File: src/rtl/fetch_queue_if.sv
// fetch_queue handshake bundle.
// master = IF/ID side, slave = the queue.
interface fetch_queue_if #(
  parameter int XLEN = 32
);
  logic            push_valid;
  logic            push_ready;
  logic [XLEN-1:0] push_pc;
  logic [XLEN-1:0] push_instruction;
  logic [XLEN-1:0] push_imm;
  logic            push_pred_taken;
  logic            out_valid;
  logic            out_ready;
  logic [XLEN-1:0] out_pc;
  logic [XLEN-1:0] out_instruction;
  logic [XLEN-1:0] out_imm;
  logic            out_pred_taken;

  modport master (
    output push_valid,
    output push_pc,
    output push_instruction,
    output push_imm,
    output push_pred_taken,
    output out_ready,
    input  push_ready,
    input  out_valid,
    input  out_pc,
    input  out_instruction,
    input  out_imm,
    input  out_pred_taken
  );

  modport slave (
    input  push_valid,
    input  push_pc,
    input  push_instruction,
    input  push_imm,
    input  push_pred_taken,
    input  out_ready,
    output push_ready,
    output out_valid,
    output out_pc,
    output out_instruction,
    output out_imm,
    output out_pred_taken
  );
endinterface

File: src/rtl/fetch_queue.sv
// IF->ID decoupling FIFO: pc, instruction,
// imm and prediction per entry; 1-cycle flush.
module fetch_queue #(
  parameter int DEPTH = 4,
  parameter int XLEN  = 32
) (
  input  logic                       clk,
  input  logic                       rst,
  input  logic                       flush,
  fetch_queue_if.slave               bus,
  output logic [$clog2(DEPTH+1)-1:0] count
);
  localparam int PW = $clog2(DEPTH);
  localparam int CW = $clog2(DEPTH+1);

  typedef struct packed {
    logic [XLEN-1:0] pc;
    logic [XLEN-1:0] instruction;
    logic [XLEN-1:0] imm;
    logic            pred_taken;
  } entry_t;

  entry_t          mem [DEPTH];
  entry_t          head;
  entry_t          wr_entry;
  logic [PW-1:0]   wr_ptr;
  logic [PW-1:0]   rd_ptr;
  logic [CW-1:0]   count_nxt;
  logic            push_ready;
  logic            out_valid;
  logic            push_en;
  logic            pop_en;

  assign push_ready = (count != CW'(DEPTH));
  assign out_valid  = (count != '0);

  assign push_en = bus.push_valid & push_ready & ~flush;
  assign pop_en  = bus.out_ready & out_valid & ~flush;

  assign wr_entry = '{
    pc:          bus.push_pc,
    instruction: bus.push_instruction,
    imm:         bus.push_imm,
    pred_taken:  bus.push_pred_taken
  };

  assign head = mem[rd_ptr];

  assign bus.push_ready      = push_ready;
  assign bus.out_valid       = out_valid;
  assign bus.out_pc          = head.pc;
  assign bus.out_instruction = head.instruction;
  assign bus.out_imm         = head.imm;
  assign bus.out_pred_taken  = head.pred_taken;

  // occupancy next-state: push/pop balance
  always_comb begin
    count_nxt = count;
    unique case (1'b1)
      push_en & ~pop_en: count_nxt = count + CW'(1);
      ~push_en & pop_en: count_nxt = count - CW'(1);
      default:           count_nxt = count;
    endcase
  end

  // pointers and count; flush empties at once
  always_ff @(posedge clk or negedge rst) begin
    if (!rst) begin
      wr_ptr <= '0;
      rd_ptr <= '0;
      count  <= '0;
    end else if (flush) begin
      wr_ptr <= '0;
      rd_ptr <= '0;
      count  <= '0;
    end else begin
      if (push_en) wr_ptr <= wr_ptr + PW'(1);
      if (pop_en)  rd_ptr <= rd_ptr + PW'(1);
      count <= count_nxt;
    end
  end

  // entry storage; cleared only by reset
  always_ff @(posedge clk or negedge rst) begin
    if (!rst) begin
      for (int i = 0; i < DEPTH; i++) begin
        mem[i] <= '0;
      end
    end else if (push_en) begin
      mem[wr_ptr] <= wr_entry;
    end
  end
endmodule
File: src/flat_wrapper.sv
// flat-port wrapper written by rule: the top's interface ports become plain ports
module fetch_queue_flat 
#(
  parameter int DEPTH = 4,
  parameter int XLEN  = 32
)
  (clk, rst, flush, count, bus_push_valid, bus_push_pc, bus_push_instruction, bus_push_imm, bus_push_pred_taken, bus_out_ready, bus_push_ready, bus_out_valid, bus_out_pc, bus_out_instruction, bus_out_imm, bus_out_pred_taken);
  fetch_queue_if #(.XLEN(XLEN)) bus_i ();
  input  logic clk;
  input  logic rst;
  input  logic flush;
  output logic [$clog2(DEPTH+1)-1:0] count;
  input wire logic [$bits(bus_i.push_valid)-1:0] bus_push_valid;
  input wire logic [$bits(bus_i.push_pc)-1:0] bus_push_pc;
  input wire logic [$bits(bus_i.push_instruction)-1:0] bus_push_instruction;
  input wire logic [$bits(bus_i.push_imm)-1:0] bus_push_imm;
  input wire logic [$bits(bus_i.push_pred_taken)-1:0] bus_push_pred_taken;
  input wire logic [$bits(bus_i.out_ready)-1:0] bus_out_ready;
  output wire logic [$bits(bus_i.push_ready)-1:0] bus_push_ready;
  output wire logic [$bits(bus_i.out_valid)-1:0] bus_out_valid;
  output wire logic [$bits(bus_i.out_pc)-1:0] bus_out_pc;
  output wire logic [$bits(bus_i.out_instruction)-1:0] bus_out_instruction;
  output wire logic [$bits(bus_i.out_imm)-1:0] bus_out_imm;
  output wire logic [$bits(bus_i.out_pred_taken)-1:0] bus_out_pred_taken;
  assign bus_i.push_valid = bus_push_valid;
  assign bus_i.push_pc = bus_push_pc;
  assign bus_i.push_instruction = bus_push_instruction;
  assign bus_i.push_imm = bus_push_imm;
  assign bus_i.push_pred_taken = bus_push_pred_taken;
  assign bus_i.out_ready = bus_out_ready;
  assign bus_push_ready = bus_i.push_ready;
  assign bus_out_valid = bus_i.out_valid;
  assign bus_out_pc = bus_i.out_pc;
  assign bus_out_instruction = bus_i.out_instruction;
  assign bus_out_imm = bus_i.out_imm;
  assign bus_out_pred_taken = bus_i.out_pred_taken;
  fetch_queue #(.DEPTH(DEPTH), .XLEN(XLEN)) u_core (.clk(clk), .rst(rst), .flush(flush), .bus(bus_i), .count(count));
endmodule
File: config.mk
export PLATFORM = sky130hd
export DESIGN_NAME = fetch_queue_flat
export DESIGN_NICKNAME = d
export VERILOG_FILES = /design/src/rtl/fetch_queue_if.sv /design/src/rtl/fetch_queue.sv /design/src/flat_wrapper.sv
export SDC_FILE = /design/constraint.sdc
export NUM_CORES = 1
export LEC_CHECK = 0
export ABC_AREA = 1
export CAP_MARGIN = 20
export CORE_MARGIN = 1
export CORE_UTILIZATION = 56
export CTS_CLUSTER_DIAMETER = 120
export DETAILED_ROUTE_END_ITERATION = 12
export PLACE_DENSITY = 0.83
export SYNTH_ARGS = -nofsm -noshare
export SYNTH_HDL_FRONTEND = slang
export SYNTH_SLANG_ARGS = --single-unit
File: constraint.sdc
create_clock -name clk -period 2.65 [get_ports clk]
set_clock_uncertainty 0.1 [all_clocks]
set_input_delay 0.265 -clock clk [delete_from_list [all_inputs] [get_ports clk]]
set_output_delay 0.265 -clock clk [all_outputs]
set_load 0.02 [all_outputs]
==> impl_metrics.yaml <==
setup_path:
  cp_max_fo: 44
  critPathArrivalTime_ns: 2.24
  cp-start-kind: "flip-flop"
  cp-end-kind: "output port"
  cp.required_ns: 2.29
  crit_type: "flip-flop to output port"
  rr_worst_depth: 13
floorplan:
  die_h_um: 178
  dieArea_mm2: 0.0315
  die_w_um: 178
  rows: 63
  core_area_mm2: 0.0300
  ioPinCount: 204
  start_util_pct: 57.6
layout:
  post-route-util_pct: 70.1
  layout.nets: 2204
  post_layout_nonfiller_instances: 2521
  nFillCells: 2237
  drive_above_1_share_pct: 6.81
  area_growth_pct: 21.6
power_and_ir_drop:
  peakVddDrop_v: 0.000761
  power_density_mw_per_mm2: 1200
  power.leakage_nw: 10.4
sta:
  period_needed_ns: 2.60
  tns_ns: 0
  period_share_pct: 98.1
  finalSetupViolCount: 0
  finalHoldViolations: 0
  fin_ws_ns: 0.0493
  max_slew_margin_pct: 68.9
  drv_slew: 0
  max_freq_mhz: 385
  worst_hold_slack_ns: 0.153
  tightest_slew_ns: 0.467
routing:
  num_vias: 14700
  first_pass_iters: 6
  drt-initial-drc-count: 1630
  viasPerCell: 5.83
  ant_nets: 0
  drc: 0
  wire_per_inst_um: 17.6
  totalWireLength_um: 44300
logic_synthesis:
  post_synth.cell_area_avg_um2: 8.84
  synth_ff_type: "dfrtp_1"
  syn-num-nets: 2060
  synth_edf_count: 0
  yosysSeqAreaShare_pct: 57.2
  syn-instance-count: 1953
  yosys_warnings: 0
  ys_types: 23
  synth-async-reset-ratio_pct: 100
  syn-cell-area_mm2: 0.0173
  synth_seq_cells: 395
place:
  port_buffers: 203
  dp_cells: 2441
  dpl.hpwl_um: 26000
  pre_cts_ws_ns: 0.309
  place_congestion: 0.824
clock_tree:
  clk_pin_slew_ns: 0.06
  clk_latency_ns: 0.53
  cts.sinks: 395
  clk_path_buf_depth: 3
  clock-root-buffer: "clkbuf_16"
  htreeDepth: 2
  cts_tree: "yes"
  cts_setup_buffers: 0
  cts_made_buffers: 42
status:
  status: "complete, no violations"
global_route:
  grt_start_max_net_pins: 90
  antenna_found_initial: 1
  grt_pass1_wl_um: 71400
  grt_pass1_vias: 14500
  grt_overflow_total: 0
  track_usage_pct: 28.3
hold_path:
  hp-class: "input pin to asynchronous set/reset pin"
job:
  drv_cap: 0
## worst max-delay path: stages (launching register included)
cell and delay, ns:
dfrtp_4 0.59, inv_8 0.20, buf_12 0.25, o21ai_0 0.11, o22ai_1 0.18, dlygate4sd2_1 0.36
## power breakdown
| part | leakage (nW) | internal [W] | total [W] | switching, W |
|---|---|---|---|---|
| logic | 4.54 | 0.00354 | 0.00901 | 0.00547 |
| clock network | 0.743 | 0.00383 | 0.00620 | 0.00237 |
| registers | 5.07 | 0.00852 | 0.00994 | 0.00142 |
| total | 10.4 | 0.0159 | 0.0252 | 0.00926 |
## metrics by stage
step	total power (W)	area, um^2
2_1_floorplan	0.0153	17300
3_3_place_gp	0.0190	19500
3_5_place_dp	0.0194	19500
4_1_cts	0.0252	20900
5_1_grt	0.0267	21000
6_report	0.0252	21000
## synthesized netlist by cell type, types with 3 or more instances
library cell	count	share of area (%)
nor2_1	195	4.2
buf_6	37	2.4
buf_2	35	1.0
nand2_4	5	0.33
dfrtp_1	395	57
nand2_1	407	8.8
nand3_1	4	0.12
o22ai_1	97	3.5
o21ai_1	119	3.4
a21oi_1	3	0.087
buf_4	29	1.3
o21ai_0	466	14
clkbuf_1	44	0.96
inv_1	105	2.3
ha_1	4	0.29
## cell type report
type	instances	area, um^2	share of cell area [%]
diodes	1	2.50	0.0119
clock buffers	63	1280	6.10
clock inverters	14	218	1.04
inverters	107	414	1.97
multi-input cells	1305	6030	28.7
flip-flops and latches	395	9890	47.1
well taps	390	488	2.32
repair buffers	246	2670	12.7
## layer usage
metal	part of all wire [%]	GRT usage (%)	wire length, um
met2	48	45.3	21400
met5	0	0	0
met4	2.3	10.6	1020
met3	7.8	4.07	3470
met1	42	39.2	18400
## flip-flops by register name, indices dropped and copies added, names as in the netlist
register       count
u_core.count       3
u_core.mem       388
u_core.rd_ptr      2
u_core.wr_ptr      2
## cell families (layout without fill, tap and decap cells)
group	after synthesis	after routing	share of synthesized area [%]
AND/OR/NAND/NOR	613	613	13.7
AO/OA/AOI/OAI	686	686	20.6
adder cells (fa/ha/maj)	5	5	0.406
other	0	1	0
buffers and inverters	253	430	8.03
flip-flops	395	395	57.2
XOR/XNOR	1	1	0.0507
## what timing repair did
action | CTS | global route
cloned | 0 | 1
pin swaps | 0 | 0
resized for setup | 68 | 86
hold buffers | 1 | 0
setup endpoints to repair | 97 | 52
hold endpoints to repair | 181 | 0
## worst paths after layout
kind | startpoint | endpoint | slack [ns]
worst min-delay path | rst | u_core.mem[249]$_DFFE_PN0P_ | 0.15
worst max-delay path | u_core.rd_ptr[0]$_DFFE_PN0P_ | bus_out_pc[16] | 0.05
min in group clk | bus_push_pc[6] | u_core.mem[71]$_DFFE_PN0P_ | 0.23
worst min register to register | u_core.mem[100]$_DFFE_PN0P_ | u_core.mem[100]$_DFFE_PN0P_ | 0.38
max in group asynchronous | rst | u_core.mem[26]$_DFFE_PN0P_ | 1.40
worst max register to register | u_core.count[0]$_DFFE_PN0P_ | u_core.count[2]$_DFFE_PN0P_ | 0.42
## placed cells by master, fill, tap and decap left out, types with 2 or more instances in the layout
cell / synthesis / routed
nor2_1: 195 / 195
dlygate4sd2_1: 0 / 34
o22ai_1: 97 / 97
inv_6: 1 / 3
o21ai_1: 119 / 119
nand2_1: 407 / 407
buf_16: 0 / 2
dlymetal6s2s_1: 0 / 31
ha_1: 4 / 4
nand3_1: 4 / 4
clkbuf_1: 44 / 6
o21ai_0: 466 / 466
dfrtp_1: 395 / 393
clkdlybuf4s15_1: 0 / 13
clkdlybuf4s50_1: 0 / 105
inv_1: 105 / 104
buf_4: 29 / 14
nand2_8: 0 / 4
clkbuf_8: 0 / 15
a21oi_1: 3 / 3
clkbuf_16: 0 / 43
clkinv_2: 0 / 5
clkbuf_2: 1 / 19
buf_12: 0 / 25
bufinv_16: 0 / 5
(Power assumes the default switching activity.)
